==> src/rtl/sys_bus.sv <==
// sys_bus: single-cycle system bus decoding CPU accesses to RAM, a machine timer and a UART TX FIFO.
// Build option SYS_BUS_TIMER_EN: when defined the timer is implemented, otherwise its window reads 0.
module sys_bus #(
  parameter logic [63:0] RAM_BASE   = 64'h0000_0000_8000_0000,
  parameter int unsigned RAM_AW     = 16,
  parameter logic [63:0] TIMER_BASE = 64'h0000_0000_0200_0000,
  parameter logic [63:0] UART_BASE  = 64'h0000_0000_1000_0000,
  parameter int unsigned FIFO_DEPTH = 8,
  parameter int unsigned TIMER_DIV  = 1
) (
  input  logic              clk,
  input  logic              rst,
  input  logic [2:0]        bus_rd_ctrl,
  input  logic [2:0]        bus_wr_ctrl,
  input  logic [63:0]       bus_addr,
  input  logic [63:0]       bus_din,
  output logic [63:0]       bus_dout,
  output logic              bus_err,
  output logic [RAM_AW-1:0] ram_addr,
  output logic [63:0]       ram_wdata,
  output logic [7:0]        ram_wmask,
  output logic              ram_we,
  input  logic [63:0]       ram_rdata,
  output logic [7:0]        tx_data,
  output logic              tx_valid,
  input  logic              tx_ready,
  output logic              timer_irq
);
  localparam int unsigned PW         = $clog2(FIFO_DEPTH);
  localparam int unsigned CW         = PW + 1;
  localparam logic [63:0] RAM_SIZE   = 64'd8 << RAM_AW;
  localparam logic [63:0] TIMER_SIZE = 64'h0000_0000_0001_0000;
  localparam logic [63:0] UART_SIZE  = 64'd8;

  logic        rd, wr, fetch, misalign, in_ram, in_tmr, in_uart, ok;
  logic [1:0]  sz;
  logic [2:0]  a;
  logic [7:0]  bmask, lsr;
  logic [63:0] raw, sh, ld, tmr_rdata;

  // Access decode: a simultaneous write is dropped in favour of the read.
  assign rd      = bus_rd_ctrl != 3'd0;
  assign wr      = !rd && (bus_wr_ctrl != 3'd0) && (bus_wr_ctrl <= 3'd4);
  assign fetch   = !rd && !wr;
  assign a       = bus_addr[2:0];
  assign in_ram  = (bus_addr - RAM_BASE) < RAM_SIZE;
  assign in_tmr  = (bus_addr - TIMER_BASE) < TIMER_SIZE;
  assign in_uart = (bus_addr - UART_BASE) < UART_SIZE;

  always_comb begin
    sz = 2'd3;
    if (rd) begin
      case (bus_rd_ctrl)
        3'd1, 3'd2: sz = 2'd0;
        3'd3, 3'd4: sz = 2'd1;
        3'd5, 3'd6: sz = 2'd2;
        default:    sz = 2'd3;
      endcase
    end else begin
      case (bus_wr_ctrl)
        3'd1:    sz = 2'd0;
        3'd2:    sz = 2'd1;
        3'd3:    sz = 2'd2;
        default: sz = 2'd3;
      endcase
    end
  end

  always_comb begin
    bmask = 8'hFF;
    case (sz)
      2'd0:    bmask = 8'h01 << a;
      2'd1:    bmask = 8'h03 << a;
      2'd2:    bmask = 8'h0F << a;
      default: bmask = 8'hFF;
    endcase
  end

  assign misalign = ((sz == 2'd1) && a[0]) || ((sz == 2'd2) && (a[1:0] != 2'd0)) ||
                    ((sz == 2'd3) && (a != 3'd0));
  assign bus_err  = (rd || wr) && (misalign || !(in_ram || in_tmr || in_uart));
  assign ok       = (rd || wr) && !bus_err;

  // Load path: pick the source doubleword, steer the lane down, then extend.
  always_comb begin
    raw = 64'd0;
    if (in_ram)                      raw = ram_rdata;
    else if (in_uart)                raw = {16'd0, lsr, 40'd0};
    else if (in_tmr && sz >= 2'd2)   raw = tmr_rdata;
  end

  assign sh = raw >> {a, 3'b000};

  always_comb begin
    ld = 64'd0;
    case (bus_rd_ctrl)
      3'd1:    ld = {{56{sh[7]}}, sh[7:0]};
      3'd2:    ld = {56'd0, sh[7:0]};
      3'd3:    ld = {{48{sh[15]}}, sh[15:0]};
      3'd4:    ld = {48'd0, sh[15:0]};
      3'd5:    ld = {{32{sh[31]}}, sh[31:0]};
      3'd6:    ld = {32'd0, sh[31:0]};
      3'd7:    ld = sh;
      default: ld = 64'd0;
    endcase
  end

  assign bus_dout  = fetch ? ram_rdata : ((rd && ok) ? ld : 64'd0);
  assign ram_addr  = bus_addr[RAM_AW+2:3];
  assign ram_wdata = bus_din << {a, 3'b000};
  assign ram_we    = rst && wr && ok && in_ram;
  assign ram_wmask = ram_we ? bmask : 8'h00;

  // UART TX FIFO; full is judged on pre-edge state so a full push drops even with a pop.
  logic [7:0]    mem [FIFO_DEPTH];
  logic [PW-1:0] wptr, rptr;
  logic [CW-1:0] count, count_nxt;
  logic          ovf, ovf_nxt, full, empty, push_req, push, pop, lsr_rd;

  assign full      = count == CW'(FIFO_DEPTH);
  assign empty     = count == CW'(0);
  assign lsr       = {1'b0, empty, !full, 3'b000, ovf, 1'b0};
  assign push_req  = wr && ok && in_uart && (bus_wr_ctrl == 3'd1) && (a == 3'd0);
  assign push      = push_req && !full;
  assign pop       = tx_valid && tx_ready;
  assign lsr_rd    = rd && ok && in_uart && bmask[5];
  assign count_nxt = count + CW'(push) - CW'(pop);
  assign ovf_nxt   = (push_req && full) ? 1'b1 : (lsr_rd ? 1'b0 : ovf);
  assign tx_data   = mem[rptr];

  always_ff @(posedge clk or negedge rst) begin
    if (!rst) begin
      for (int unsigned i = 0; i < FIFO_DEPTH; i++) mem[PW'(i)] <= 8'd0;
      wptr     <= '0;
      rptr     <= '0;
      count    <= '0;
      ovf      <= 1'b0;
      tx_valid <= 1'b0;
    end else begin
      if (push) begin
        mem[wptr] <= bus_din[7:0];
        wptr      <= wptr + PW'(1);
      end
      if (pop) rptr <= rptr + PW'(1);
      count    <= count_nxt;
      ovf      <= ovf_nxt;
      tx_valid <= count_nxt != CW'(0);
    end
  end

`ifdef SYS_BUS_TIMER_EN
  localparam int unsigned DW = (TIMER_DIV > 1) ? $clog2(TIMER_DIV) : 1;

  logic [DW-1:0] presc;
  logic [63:0]   mtime, mtimecmp;
  logic [15:0]   tmr_off;
  logic          tick, sel_cmp, sel_time, tmr_wr;

  function automatic logic [63:0] merge(input logic [63:0] cur, input logic [63:0] din,
                                        input logic dword, input logic hi);
    if (dword) return din;
    if (hi)    return {din[31:0], cur[31:0]};
    return {cur[63:32], din[31:0]};
  endfunction

  assign tmr_off   = 16'(bus_addr - TIMER_BASE);
  assign sel_cmp   = tmr_off[15:3] == 13'h0800;
  assign sel_time  = tmr_off[15:3] == 13'h17FF;
  assign tmr_wr    = wr && ok && in_tmr && (sz >= 2'd2);
  assign tick      = presc == DW'(TIMER_DIV - 1);
  assign tmr_rdata = sel_cmp ? mtimecmp : (sel_time ? mtime : 64'd0);

  // A software write to mtime overrides the concurrent increment.
  always_ff @(posedge clk or negedge rst) begin
    if (!rst) begin
      presc     <= '0;
      mtime     <= 64'd0;
      mtimecmp  <= 64'hFFFF_FFFF_FFFF_FFFF;
      timer_irq <= 1'b0;
    end else begin
      presc <= tick ? DW'(0) : presc + DW'(1);
      if (tmr_wr && sel_time)  mtime <= merge(mtime, bus_din, sz == 2'd3, a[2]);
      else if (tick)           mtime <= mtime + 64'd1;
      if (tmr_wr && sel_cmp)   mtimecmp <= merge(mtimecmp, bus_din, sz == 2'd3, a[2]);
      timer_irq <= mtime >= mtimecmp;
    end
  end
`else
  assign tmr_rdata = 64'd0;
  assign timer_irq = 1'b0;
`endif

endmodule

==> config.mk <==
export PLATFORM = sky130hd
export DESIGN_NAME = sys_bus
export DESIGN_NICKNAME = d
export VERILOG_FILES = /design/src/rtl/sys_bus.sv
export SDC_FILE = /design/constraint.sdc
export NUM_CORES = 1
export LEC_CHECK = 0
export CAP_MARGIN = 20
export CORE_MARGIN = 3
export CORE_UTILIZATION = 43
export DETAILED_ROUTE_END_ITERATION = 16
export PLACE_DENSITY = 0.81
export SETUP_SLACK_MARGIN = 0.3
export SYNTH_ARGS = -nofsm -noshare
export SYNTH_HDL_FRONTEND = slang
export SYNTH_SLANG_ARGS = --single-unit
==> constraint.sdc <==
create_clock -name clk -period 5.35 [get_ports clk]
set_clock_uncertainty 0.15 [all_clocks]
set_input_delay 1.07 -clock clk [delete_from_list [all_inputs] [get_ports clk]]
set_output_delay 1.07 -clock clk [all_outputs]
set_load 0.02 [all_outputs]
==> load_flow_metrics.sql <==
INSERT INTO impl_metrics (metric_group, metric, value, unit) VALUES
('detailed_routing', 'drt_pre_antenna_iters', '9', ''),
('global_route', 'grt.overflow.total', '0', ''),
('sta', 'grt_setup_unrepaired', 'true', ''),
('global_route', 'grt_pass1_wl', '84300', 'um'),
('logic_synthesis', 'synth_top_cell_area_share', '17.6', '%'),
('floorplan', 'chipWidth', '164', 'um'),
('clocking', 'numCtsBuffers', '9', ''),
('logic_synthesis', 'synthAdderAreaFrac', '2.04', '%'),
('logic_synthesis', 'yosys.area_share.xor_xnor', '1.87', '%'),
('detailed_routing', 'post_drt_wl_per_cell', '25.2', 'um'),
('layout', 'multiInputGateArea', '9730', 'um^2'),
('pwr', 'pwr_density_cell', '134', 'nW/um^2'),
('pwr', 'leakagePower', '0.00815', 'uW'),
('clocking', 'clockRootBuffer', 'clkbuf_16', ''),
('critical_path', 'cp_slowest_stage_delay', '540', 'ps'),
('detailed_routing', 'first_iter_violations', '1990', ''),
('placement', 'routabilityCongestion', '1.07', ''),
('global_route', 'grtUsageTotal', '39.9', '%'),
('outcome', 'status', 'complete, but fails checks', ''),
('pwr', 'cell_internal_pwr', '1570', 'uW'),
('pwr', 'vdd_ir_drop_max', '0.202', 'mV'),
('logic_synthesis', 'synth.largest_area_cell', 'dfrtp_1', ''),
('layout', 'final.fill_count', '1604', ''),
('sta', 'final.setup.worst_slack', '-290', 'ps'),
('critical_path', 'setup.reg_to_reg.worst_slack', '2230', 'ps'),
('critical_path', 'cp_dominant_cell_by_count', 'buf_6', ''),
('logic_synthesis', 'synth_edf_count', '0', ''),
('layout', 'layout-area-overhead-vs-synth', '79.0', '%'),
('floorplan', 'std_cell_rows', '57', ''),
('global_route', 'grt_pass1_vias', '14800', ''),
('logic_synthesis', 'synthSimpleGateAreaFrac', '26.6', '%'),
('critical_path', 'critPathRequiredTime', '4130', 'ps'),
('logic_synthesis', 'ys_ff_latch', '76', ''),
('detailed_routing', 'finalWirelength', '57300', 'um'),
('layout', 'mostFrequentLayoutCell', 'buf_4', ''),
('critical_path', 'cp-end-kind', 'output pin', ''),
('critical_path', 'ordered_cell_list_for_the_critical_path', 'buf_6 -> or4_4 -> or3_4 -> or4_4 -> a211o_1 -> nor4_4 -> buf_6 -> a32oi_4 -> o22ai_4 -> buf_6 -> buf_12 -> nand3_4 -> o211ai_1 -> buf_4', ''),
('clocking', 'ctsLongestPathBuffers', '2', ''),
('sta', 'timing_hold_violations_final', '0', ''),
('outcome', 'violations', 'setup timing', ''),
('pwr', 'part_of_the_total_power_dissipated_in_sequential_elements', '26.2', '%'),
('logic_synthesis', 'synth_compound_area_share', '18.8', '%'),
('pwr', 'share_comb_of_total_power', '53.3', '%'),
('logic_synthesis', 'synth.yosys.warnings', '0', ''),
('global_route', 'largest_net_degree_at_the_start_of_global_routing', '92', ''),
('clocking', 'cts.clk_slew.worst_paths', '60', 'ps'),
('clocking', 'tritoncts', 'done', ''),
('sta', 'worst_slew_pin_slew', '1000', 'ps'),
('global_route', 'antenna_violations_before_repair', '1', ''),
('logic_synthesis', 'synth.cell_area', '10800', 'um^2'),
('logic_synthesis', 'yosys_most_used_dff', 'dfrtp_1', ''),
('floorplan', 'design.core.area', '24500', 'um^2'),
('floorplan', 'initial_core_util', '44.1', '%'),
('layout', 'number_of_non_filler_instances_in_the_completed_layout', '2269', ''),
('placement', 'postPlaceCellArea', '16900', 'um^2'),
('critical_path', 'crit_type', 'input pin to output pin', ''),
('sta', 'maxSlewViolCount', '0', ''),
('floorplan', 'chipHeight', '164', 'um'),
('placement', 'placement.io_buffers', '363', ''),
('detailed_routing', 'avgViaCountPerCell', '6.50', ''),
('detailed_routing', 'via_count', '14700', ''),
('logic_synthesis', 'largest_family_of_logic_cells_by_synthesized_area', 'simple AND/OR/NAND/NOR gates', ''),
('layout', 'regArea', '1900', 'um^2'),
('placement', 'dpl.hpwl', '41500', 'um'),
('sta', 'final-setup-viol-count', '60', ''),
('detailed_routing', 'drt_drc_violations_left', '0', ''),
('clocking', 'hold_fix_buffers_at_cts', '0', ''),
('layout', 'design.final.nets', '2159', ''),
('floorplan', 'design.portCount', '365', ''),
('logic_synthesis', 'synth_cells', '1330', ''),
('logic_synthesis', 'synth.distinct_cells', '91', '');
-- path summary, 6_finish.rpt --
kind / startpoint / endpoint / cells after the start
setup / recovery: bus_addr[52] / bus_dout[23] / 14
hold / removal: mem[46]$_DFFE_PN0P_ / mem[46]$_DFFE_PN0P_ / 1
setup reg to reg: count[1]$_DFF_PN0_ / tx_valid$_DFF_PN0_ / 10
hold reg to reg: mem[46]$_DFFE_PN0P_ / mem[46]$_DFFE_PN0P_ / 1
max in group asynchronous: rst / rptr[0]$_DFFE_PN0P_ / 2
min in group asynchronous: rst / mem[46]$_DFFE_PN0P_ / 2
-- cell usage after synthesis, types with 15 or more instances --
master	number
nand2_1	135
a22oi_1	22
xnor2_1	19
nand4_1	33
nor3_1	27
or3_1	16
mux2_2	94
a21oi_1	69
and2_1	30
o21ai_0	79
inv_1	25
o22ai_1	17
mux4_2	46
nor4_1	32
nand3_1	41
mux2i_1	64
or4_1	15
dfrtp_1	76
buf_4	17
ha_1	16
nor2_1	109
clkbuf_1	103
-- critical path: cells and delay by family --
| kind | cells | cell delay [ps] |
|---|---|---|
| buf+inv | 5 | 740 |
| compound gates | 4 | 880 |
| simple gates | 5 | 1720 |
-- cell type report --
type                    count  share of cell area (%)
repair buffers            735                    35.7
well taps                 324                    2.10
multi-input cells        1093                    50.4
inverters                  26                   0.596
flip-flops and latches     76                    9.84
clock inverters             5                   0.162
clock buffers               9                    1.17
diodes                      1                  0.0130
-- logic make-up (layout without fill, tap and decap cells) --
group,Yosys count,count (layout)
compound gates,308,308
simple gates,530,532
xor+xnor,23,23
mux,212,212
flops,76,76
fa+ha+maj,17,17
buf+inv,163,775
other cells,1,2
-- per-stage QoR --
step	util (%)	setup WS (ps)	hold slack, ps	TNS, ps	power [uW]
after detailed placement	69.2	-1230	341	-74730	1890
final	79.0	-290	350	-8280	2580
after global placement	69.2	-1180	331	-71570	1860
after CTS	77.2	-207	350	-4890	2500
after floorplan	-	10.8	309	0	1310
after global routing	79.0	-416	362	-13260	2680
-- registers in the layout, indices dropped and copies added (netlist names) --
signal / cells
count: 4
mem: 64
ovf: 1
rptr: 3
tx_valid: 1
wptr: 3
-- repair_timing --
item | in CTS | in global routing
gates cloned | 3 | 0
pin swaps | 122 | 39
gates resized for setup | 757 | 66
buffers inserted | 65 | 18
endpoints found under the setup margin | 121 | 75
-- metal layers --
metal	GRT usage, %	vias up	part of all wire, %
met3	7.95	383	9.9
li1	-	6304	-
met4	27.0	0	9.0
met2	66.0	1111	46
met5	0	-	0
met1	46.7	6941	35
-- power groups by stage --
stage / clock network [uW] / registers (uW) / logic, uW
final: 528 / 677 / 1380
after global routing: 554 / 681 / 1440
after CTS: 533 / 704 / 1260
after detailed placement: 0 / 712 / 1170
after global placement: 0 / 711 / 1150
after floorplan: 0 / 631 / 680
Note: power is estimated with default switching activity, not from simulation.
